[src/rtl/fp_sample_streamer_pkg.sv]
// Shared IEEE-754 single-precision field layout, Q1.15 limits and FP class
// definitions for the sample streamer.
package fp_sample_streamer_pkg;

  localparam int EXP_W    = 8;
  localparam int MANT_W   = 23;
  localparam int EXP_BIAS = 127;
  localparam int SIG_W    = MANT_W + 1;
  localparam int FP_W     = 1 + EXP_W + MANT_W;
  localparam int Q15_W    = 16;

  localparam logic signed [Q15_W-1:0] Q15_MAX = 16'sh7FFF;
  localparam logic signed [Q15_W-1:0] Q15_MIN = 16'sh8000;

  // Exponent thresholds: E >= 0 saturates, E < -15 underflows to zero,
  // and the right-shift of the significand is (8 - E) = (BIAS + 8) - exp.
  localparam logic [EXP_W-1:0] EXP_UNITY     = EXP_W'(EXP_BIAS);
  localparam logic [EXP_W-1:0] EXP_MIN_Q15   = EXP_W'(EXP_BIAS - 15);
  localparam logic [EXP_W-1:0] EXP_SHIFT_REF = EXP_W'(EXP_BIAS + 8);

  localparam logic [FP_W-1:0] FP_NEG_ONE = 32'hBF80_0000;

  typedef enum logic [1:0] {
    FP_ZERO,
    FP_NORMAL,
    FP_INF,
    FP_NAN
  } fp_class_e;

  function automatic fp_class_e fp_classify(input logic [EXP_W-1:0]  exp_f,
                                            input logic [MANT_W-1:0] mant);
    if (exp_f == '0) return FP_ZERO;
    if (exp_f == '1) return (mant == '0) ? FP_INF : FP_NAN;
    return FP_NORMAL;
  endfunction

endpackage

[src/rtl/fp_sample_streamer_fifo.sv]
// Sample FIFO: DEPTH x DATA_W, head word visible combinationally, flush clears
// occupancy; a push at full is accepted only when a pop frees a slot that cycle.
module sample_fifo #(
  parameter int DEPTH  = 8,
  parameter int DATA_W = 16
) (
  input  logic                     clk,
  input  logic                     rst_n,
  input  logic                     flush,
  input  logic                     push,
  input  logic                     pop,
  input  logic [DATA_W-1:0]        wr_data,
  output logic [DATA_W-1:0]        rd_data,
  output logic                     full,
  output logic                     empty,
  output logic [$clog2(DEPTH):0]   count
);

  localparam int AW    = $clog2(DEPTH);
  localparam int CNT_W = AW + 1;

  logic [DATA_W-1:0] mem [DEPTH];
  logic [AW-1:0]     wr_ptr;
  logic [AW-1:0]     rd_ptr;
  logic              push_ok;
  logic              pop_ok;

  assign full    = (count == CNT_W'(DEPTH));
  assign empty   = (count == '0);
  assign push_ok = push && (!full || pop);
  assign pop_ok  = pop && !empty;
  assign rd_data = mem[rd_ptr];

  always_ff @(posedge clk or negedge rst_n) begin
    if (!rst_n) begin
      wr_ptr <= '0;
      rd_ptr <= '0;
      count  <= '0;
    end else if (flush) begin
      wr_ptr <= '0;
      rd_ptr <= '0;
      count  <= '0;
    end else begin
      if (push_ok) wr_ptr <= wr_ptr + 1'b1;
      if (pop_ok)  rd_ptr <= rd_ptr + 1'b1;
      case ({push_ok, pop_ok})
        2'b10:   count <= count + 1'b1;
        2'b01:   count <= count - 1'b1;
        default: count <= count;
      endcase
    end
  end

  // Storage carries no reset; occupancy alone defines what is valid.
  always_ff @(posedge clk) begin
    if (push_ok && !flush) mem[wr_ptr] <= wr_data;
  end

endmodule

[src/rtl/fp_sample_streamer.sv]
// Converts IEEE-754 single terms to Q1.15 DAC samples through a 2-stage
// pipeline, buffers them in a FIFO and releases one per rate-counter tick.
module fp_sample_streamer
  import fp_sample_streamer_pkg::*;
#(
  parameter int DEPTH = 8
) (
  input  logic              clk,
  input  logic              rst_n,
  input  logic              enable,
  input  logic [FP_W-1:0]   term,
  input  logic              term_valid,
  input  logic              seq_done,
  input  logic [15:0]       rate_div,
  output logic [Q15_W-1:0]  dac_code,
  output logic              dac_strobe,
  output logic              fifo_full,
  output logic              overflow_err,
  output logic              sat_flag,
  output logic              stream_done
);

  function automatic logic signed [Q15_W-1:0] q15_limit(input logic neg);
    return neg ? Q15_MIN : Q15_MAX;
  endfunction

  // Truncated magnitude, clamped if anything spills past 15 fraction bits,
  // then negated for negative inputs.
  function automatic logic signed [Q15_W-1:0] q15_from_sig(input logic [SIG_W-1:0] shifted,
                                                           input logic             neg);
    logic signed [Q15_W-1:0] mag;
    if (|shifted[SIG_W-1:Q15_W-1]) return q15_limit(neg);
    mag = {1'b0, shifted[Q15_W-2:0]};
    return neg ? -mag : mag;
  endfunction

  logic                    sign_c;
  logic [EXP_W-1:0]        exp_c;
  logic [MANT_W-1:0]       mant_c;
  logic [EXP_W-1:0]        shift_c;

  logic                    vld_p0;
  logic                    sign_p0;
  fp_class_e               cls_p0;
  logic                    ovr_p0;
  logic                    unf_p0;
  logic                    neg_one_p0;
  logic [EXP_W-1:0]        shift_p0;
  logic [SIG_W-1:0]        sig_p0;

  logic [SIG_W-1:0]        shifted_c;
  logic signed [Q15_W-1:0] code_c;
  logic                    sat_c;

  logic                    vld_p1;
  logic signed [Q15_W-1:0] code_p1;

  logic [15:0]             rate_cnt;
  logic                    tick;
  logic                    pop;
  logic                    push;
  logic                    seq_latch;

  logic [Q15_W-1:0]        fifo_rd_data;
  logic                    fifo_empty;
  logic [$clog2(DEPTH):0]  fifo_count;

  assign sign_c  = term[FP_W-1];
  assign exp_c   = term[FP_W-2:MANT_W];
  assign mant_c  = term[MANT_W-1:0];
  assign shift_c = EXP_SHIFT_REF - exp_c;

  // Stage 0: unpack and classify
  always_ff @(posedge clk) begin
    if (term_valid) begin
      sign_p0    <= sign_c;
      cls_p0     <= fp_classify(exp_c, mant_c);
      ovr_p0     <= (exp_c >= EXP_UNITY);
      unf_p0     <= (exp_c < EXP_MIN_Q15);
      neg_one_p0 <= (term == FP_NEG_ONE);
      shift_p0   <= shift_c;
      sig_p0     <= {1'b1, mant_c};
    end
  end

  always_comb begin
    shifted_c = sig_p0 >> shift_p0;
    code_c    = '0;
    sat_c     = 1'b0;
    case (cls_p0)
      FP_ZERO: begin
        code_c = '0;
      end
      FP_NAN: begin
        code_c = '0;
        sat_c  = 1'b1;
      end
      FP_INF: begin
        code_c = q15_limit(sign_p0);
        sat_c  = 1'b1;
      end
      FP_NORMAL: begin
        if (ovr_p0) begin
          code_c = q15_limit(sign_p0);
          sat_c  = !neg_one_p0;
        end else if (unf_p0) begin
          code_c = '0;
        end else begin
          code_c = q15_from_sig(shifted_c, sign_p0);
        end
      end
      default: begin
        code_c = '0;
      end
    endcase
  end

  // Stage 1: shift, saturate, negate
  always_ff @(posedge clk) begin
    if (vld_p0) code_p1 <= code_c;
  end

  assign push = enable && vld_p1;
  assign tick = enable && (rate_cnt >= rate_div);
  assign pop  = tick && (fifo_count != '0);

  sample_fifo #(
    .DEPTH  (DEPTH),
    .DATA_W (Q15_W)
  ) u_fifo (
    .clk     (clk),
    .rst_n   (rst_n),
    .flush   (!enable),
    .push    (push),
    .pop     (pop),
    .wr_data (code_p1),
    .rd_data (fifo_rd_data),
    .full    (fifo_full),
    .empty   (fifo_empty),
    .count   (fifo_count)
  );

  // Output stage and control: valids, rate counter, sticky flags, completion
  always_ff @(posedge clk or negedge rst_n) begin
    if (!rst_n) begin
      vld_p0       <= 1'b0;
      vld_p1       <= 1'b0;
      rate_cnt     <= '0;
      dac_code     <= '0;
      dac_strobe   <= 1'b0;
      overflow_err <= 1'b0;
      sat_flag     <= 1'b0;
      seq_latch    <= 1'b0;
      stream_done  <= 1'b0;
    end else if (!enable) begin
      vld_p0       <= 1'b0;
      vld_p1       <= 1'b0;
      rate_cnt     <= '0;
      dac_strobe   <= 1'b0;
      overflow_err <= 1'b0;
      sat_flag     <= 1'b0;
      seq_latch    <= 1'b0;
      stream_done  <= 1'b0;
    end else begin
      vld_p0     <= term_valid;
      vld_p1     <= vld_p0;
      rate_cnt   <= (rate_cnt >= rate_div) ? '0 : rate_cnt + 16'd1;
      dac_strobe <= pop;
      if (pop) dac_code <= fifo_rd_data;
      if (push && fifo_full && !pop) overflow_err <= 1'b1;
      if (vld_p0 && sat_c) sat_flag <= 1'b1;
      if (seq_done) seq_latch <= 1'b1;
      if (seq_latch && !vld_p0 && !vld_p1 && fifo_empty) stream_done <= 1'b1;
    end
  end

endmodule

[config.mk]
export PLATFORM = sky130hd
export DESIGN_NAME = fp_sample_streamer
export DESIGN_NICKNAME = d
export VERILOG_FILES = /design/src/rtl/fp_sample_streamer_pkg.sv /design/src/rtl/fp_sample_streamer_fifo.sv /design/src/rtl/fp_sample_streamer.sv
export SDC_FILE = /design/constraint.sdc
export NUM_CORES = 1
export LEC_CHECK = 0
export CAP_MARGIN = 20
export CORE_MARGIN = 1
export CORE_UTILIZATION = 35
export CTS_CLUSTER_SIZE = 24
export DETAILED_ROUTE_END_ITERATION = 6
export PLACE_DENSITY = 0.58
export SLEW_MARGIN = 20
export SYNTH_ARGS = -nofsm -noshare
export SYNTH_HDL_FRONTEND = slang
export SYNTH_SLANG_ARGS = --single-unit
[constraint.sdc]
create_clock -name clk -period 10.9 [get_ports clk]
set_input_delay 1.09 -clock clk [delete_from_list [all_inputs] [get_ports clk]]
set_output_delay 1.09 -clock clk [all_outputs]
set_load 0.02 [all_outputs]
==> run metrics <==
worst slew margin relative to its limit=between 20% and 30%; Register Area=between 6000 and 7000 um2; clock tree from TritonCTS=built; placer congestion estimate=roughly 0.86; num ports=74; critical path endpoint=u_fifo.count[3]$_DFFE_PN0P_; sinks on the clock net=230; crit-path max FO=18; number of hold buffers added after cts=0; M3 GR Usage=~2.2%; Initial Util=roughly 36%; worst reg-to-reg path cell count=16; routed wire length=between 20000 and 25000 um; Placement Rows=65; diode insertion count for antenna repair=0; GRT Max-Usage Layer=met2; proportion of register bits with asynchronous set or reset after synthesis=21.3%; source-to-sink clock delay at the later pin of the worst-skew pair=~0.53 ns; pin count of the biggest net entering global routing=50; count of buffers from port buffering=73; xor and xnor area share after synthesis=1.83%; met1 usage=about a fifth; post-synth cell types=83; per-cell via count in the routed design=5.20; share of the clock period used by the worst path=between 40% and 50%; commonest non-fill, non-tap cells in the layout=181 x sky130_fd_sc_hd__edfxtp_1, 71 x sky130_fd_sc_hd__clkdlybuf4s50_1, 53 x sky130_fd_sc_hd__nor2_1; setup TNS=0 ns; Post-Syn Area per Cell=13.7 um2; tightest hold margin=between 0.4 and 0.5 ns; RSZ-0062 raised after global routing=no; dominant cell type by area after synthesis=sky130_fd_sc_hd__edfxtp_1; Core Area=approximately 32000 um2; max-cap violation count=0; fillcell total=slightly below 3000; total number of vias=7046; Post-Synth Adder-Cell Area=between 3 and 4%; share of the synthesized area in the top cell type=47.4%; Reg-to-Reg End=u_fifo.count[3]$_DFFE_PN0P_; die width=~180 um; post-CTS setup buffer count=0; first element of the critical path=rate_div[9]; setup slack of the worst register-to-register path=about 7.0 ns; setup skew after layout=~0.012 ns; minimum clock period after layout=4.48 ns; data arrival time of the critical path=approximately 4.9 ns; post-detail-place hpwl=roughly 16000 um; First-pass DRT Iterations=5; Startpoint Class=input port; combined area of the multi-input logic cells=between 4000 and 5000 um2; Hold WC Path Type=reg2reg; Final nets=between 900 and 1000; post-synthesis to final-layout area growth=16.2%; worst setup timing slack at the placement stage=5.79 ns; maximum buffer depth of the clock tree=3; wire length of the first global-routing pass=between 30000 and 40000 um; post-route design area=between 10000 and 15000 um2; Final Hold Viols=0; # DRC=0; sum of overflow across all layers after global routing=0; chip height=approximately 180 um; mux cell area share after synthesis=~14%; CTS H-tree lvls=1; Critical Setup Path Class=in2reg; transition at the pin with the smallest max-transition slack=approximately 1.1 ns; Resize count post-CTS=0; cell at the root of the clock tree=sky130_fd_sc_hd__clkbuf_16; synthesized-area fraction occupied by ao, oa, aoi and oai cells=9.64%; Placement Cell Area=between 10000 and 15000 um2; post-route antenna net violation count=0; main combinational cell family by area after synthesis=multiplexers; final setup fails=0; Synth Net Count=~900; Clock Pin Slew Worst Setup and Hold Paths=0.06 ns; fmax=between 0.2 and 0.25 GHz; startpoint of the worst register-to-register path=rate_cnt[0]$_DFF_PN0_; EDFF count, synth=181; number of global-route vias before repair=between 6000 and 7000; met2 layer usage reported by global route=about a quarter; count of yosys warnings during synthesis=0; most common cell after layout, fill and taps aside=sky130_fd_sc_hd__edfxtp_1; fraction of layout cells with a size suffix above 1=between 10% and 20%; Data required, critical path=between 10 and 15 ns; status=finished clean; maximum ir drop on the vdd rail=approximately 0.11 mV; share of the yosys chip area belonging to registers=approximately three fifths; Routed WL per cell=between 15 and 20 um; number of buffers created by CTS=25; overall fraction of global-route tracks in use=around 14%; Synth Area in Simple Gates=a little under a tenth; DR iter-0 viols=between 500 and 600; worst setup slack after layout=between 6 and 7 ns; post-synthesis instance area=approximately 11000 um2; number of antenna violations at the first check in global routing=0; ys flop type=sky130_fd_sc_hd__edfxtp_1; main area contributors after synthesis=sky130_fd_sc_hd__edfxtp_1 47%, sky130_fd_sc_hd__dfrtp_1 11%, sky130_fd_sc_hd__mux4_2 7.1%, sky130_fd_sc_hd__mux2_2 3.4%, sky130_fd_sc_hd__ha_1 3.1%; number of standard cells after synthesis=roughly 840; total leakage power=4.72 nW; PD cells=roughly 150 nW/um2; Yosys reg bits=230; Max Transition Viols Final=0; Total Die Area=33500 um2; sort of element at the end of the critical path=flip-flop
-- cells by family (layout without fill, tap and decap cells) --
group,count (synthesis),count (layout)
xor gates and xnor gates,24,24
AOI/OAI and AO/OA,157,157
DFF,230,230
adders and majority gates,29,29
buffers and inverters,86,167
and+or+nand+nor,208,208
muxes,104,104
-- cell usage after synthesis, types with 4 or more instances --
cell type	count
sky130_fd_sc_hd__o221ai_1	17
sky130_fd_sc_hd__mux2i_1	28
sky130_fd_sc_hd__nor3_1	15
sky130_fd_sc_hd__xor2_1	14
sky130_fd_sc_hd__dfrtp_1	49
sky130_fd_sc_hd__buf_1	5
sky130_fd_sc_hd__nor4_1	9
sky130_fd_sc_hd__o21a_1	5
sky130_fd_sc_hd__o211ai_1	10
sky130_fd_sc_hd__a21oi_1	34
sky130_fd_sc_hd__clkbuf_1	17
sky130_fd_sc_hd__and3_1	5
sky130_fd_sc_hd__and2_1	6
sky130_fd_sc_hd__nor2_1	59
sky130_fd_sc_hd__o22ai_1	13
sky130_fd_sc_hd__nand2_1	41
sky130_fd_sc_hd__o21ai_0	15
sky130_fd_sc_hd__inv_1	39
sky130_fd_sc_hd__nand2b_1	5
sky130_fd_sc_hd__mux4_2	36
sky130_fd_sc_hd__a21o_1	10
sky130_fd_sc_hd__ha_1	28
sky130_fd_sc_hd__mux2_2	35
sky130_fd_sc_hd__nand4_1	5
sky130_fd_sc_hd__nand3_1	26
sky130_fd_sc_hd__buf_2	7
sky130_fd_sc_hd__buf_6	9
sky130_fd_sc_hd__a211oi_1	4
sky130_fd_sc_hd__edfxtp_1	181
sky130_fd_sc_hd__xnor2_1	10
sky130_fd_sc_hd__or3_1	8
sky130_fd_sc_hd__nand3b_1	4
sky130_fd_sc_hd__a31oi_1	14
-- layout make-up --
type	instances	share of cell area [%]
clock buffers	29	4.89
clock inverters	16	1.15
inverters	41	1.16
multi-input cells	522	32.8
flip-flops and latches	230	50.0
well taps	435	4.09
repair buffers	81	5.86
-- worst max-delay path, stage by stage --
cell and delay, ns:
sky130_fd_sc_hd__clkdlybuf4s50_1 0.45, sky130_fd_sc_hd__inv_1 0.04, sky130_fd_sc_hd__ha_1 0.30, sky130_fd_sc_hd__a21o_1 0.16, sky130_fd_sc_hd__a21o_1 0.16, sky130_fd_sc_hd__a21oi_1 0.20
sky130_fd_sc_hd__or3_1 0.13, sky130_fd_sc_hd__o21ai_0 0.13, sky130_fd_sc_hd__a21o_1 0.29, sky130_fd_sc_hd__nand2_1 0.63, sky130_fd_sc_hd__nor2_1 0.20, sky130_fd_sc_hd__ha_1 0.33
sky130_fd_sc_hd__a21o_1 0.18, sky130_fd_sc_hd__a21oi_1 0.22, sky130_fd_sc_hd__and2_1 0.18, sky130_fd_sc_hd__and2_1 0.12, sky130_fd_sc_hd__o32ai_1 0.08
-- routing by layer --
layer  part of all wire (%)  routed length, um
met5                      0                  0
met4                    2.0                478
met3                    3.9                920
met2                     48              11500
met1                     46              10900
-- state kept, by name (all words and copies together) (netlist names), 2 cells and up --
signal	flops
u_fifo.mem	128
dac_code	16
cls_p0	2
rate_cnt	16
u_fifo.wr_ptr	3
u_fifo.rd_ptr	3
sig_p0	23
u_fifo.count	4
code_p1	16
shift_p0	8
-- where the power goes --
group | internal [mW] | leakage, nW | switching (mW) | total [mW]
logic | 0.0780 | 2.03 | 0.105 | 0.182
registers | 0.974 | 2.31 | 0.0283 | 1.00
clock network | 0.478 | 0.392 | 0.340 | 0.818
total | 1.53 | 4.72 | 0.473 | 2.00
-- worst min path at each step --
stage	from	to	slack (ns)	cells after the start
floorplan	seq_latch$_DFFE_PN0P_	seq_latch$_DFFE_PN0P_	0.46	2
global placement	overflow_err$_DFFE_PN0P_	overflow_err$_DFFE_PN0P_	0.48	1
detailed placement	overflow_err$_DFFE_PN0P_	overflow_err$_DFFE_PN0P_	0.48	1
CTS	seq_latch$_DFFE_PN0P_	seq_latch$_DFFE_PN0P_	0.50	2
global route	dac_code[5]$_DFFE_PN0P_	dac_code[5]$_DFFE_PN0P_	0.52	1
finish	seq_latch$_DFFE_PN0P_	seq_latch$_DFFE_PN0P_	0.50	2
-- stage by stage --
| step | total power, mW | cells | utilization, % |
|---|---|---|---|
| floorplan | 1.14 | 838 | - |
| global placement | 1.20 | 1309 | 39.2 |
| detailed placement | 1.20 | 1309 | 39.2 |
| CTS | 2.03 | 1354 | 41.8 |
| global route | 2.08 | 1354 | 41.8 |
| finish | 2.00 | 1354 | 41.8 |
Power figures use the tool's default switching activity.
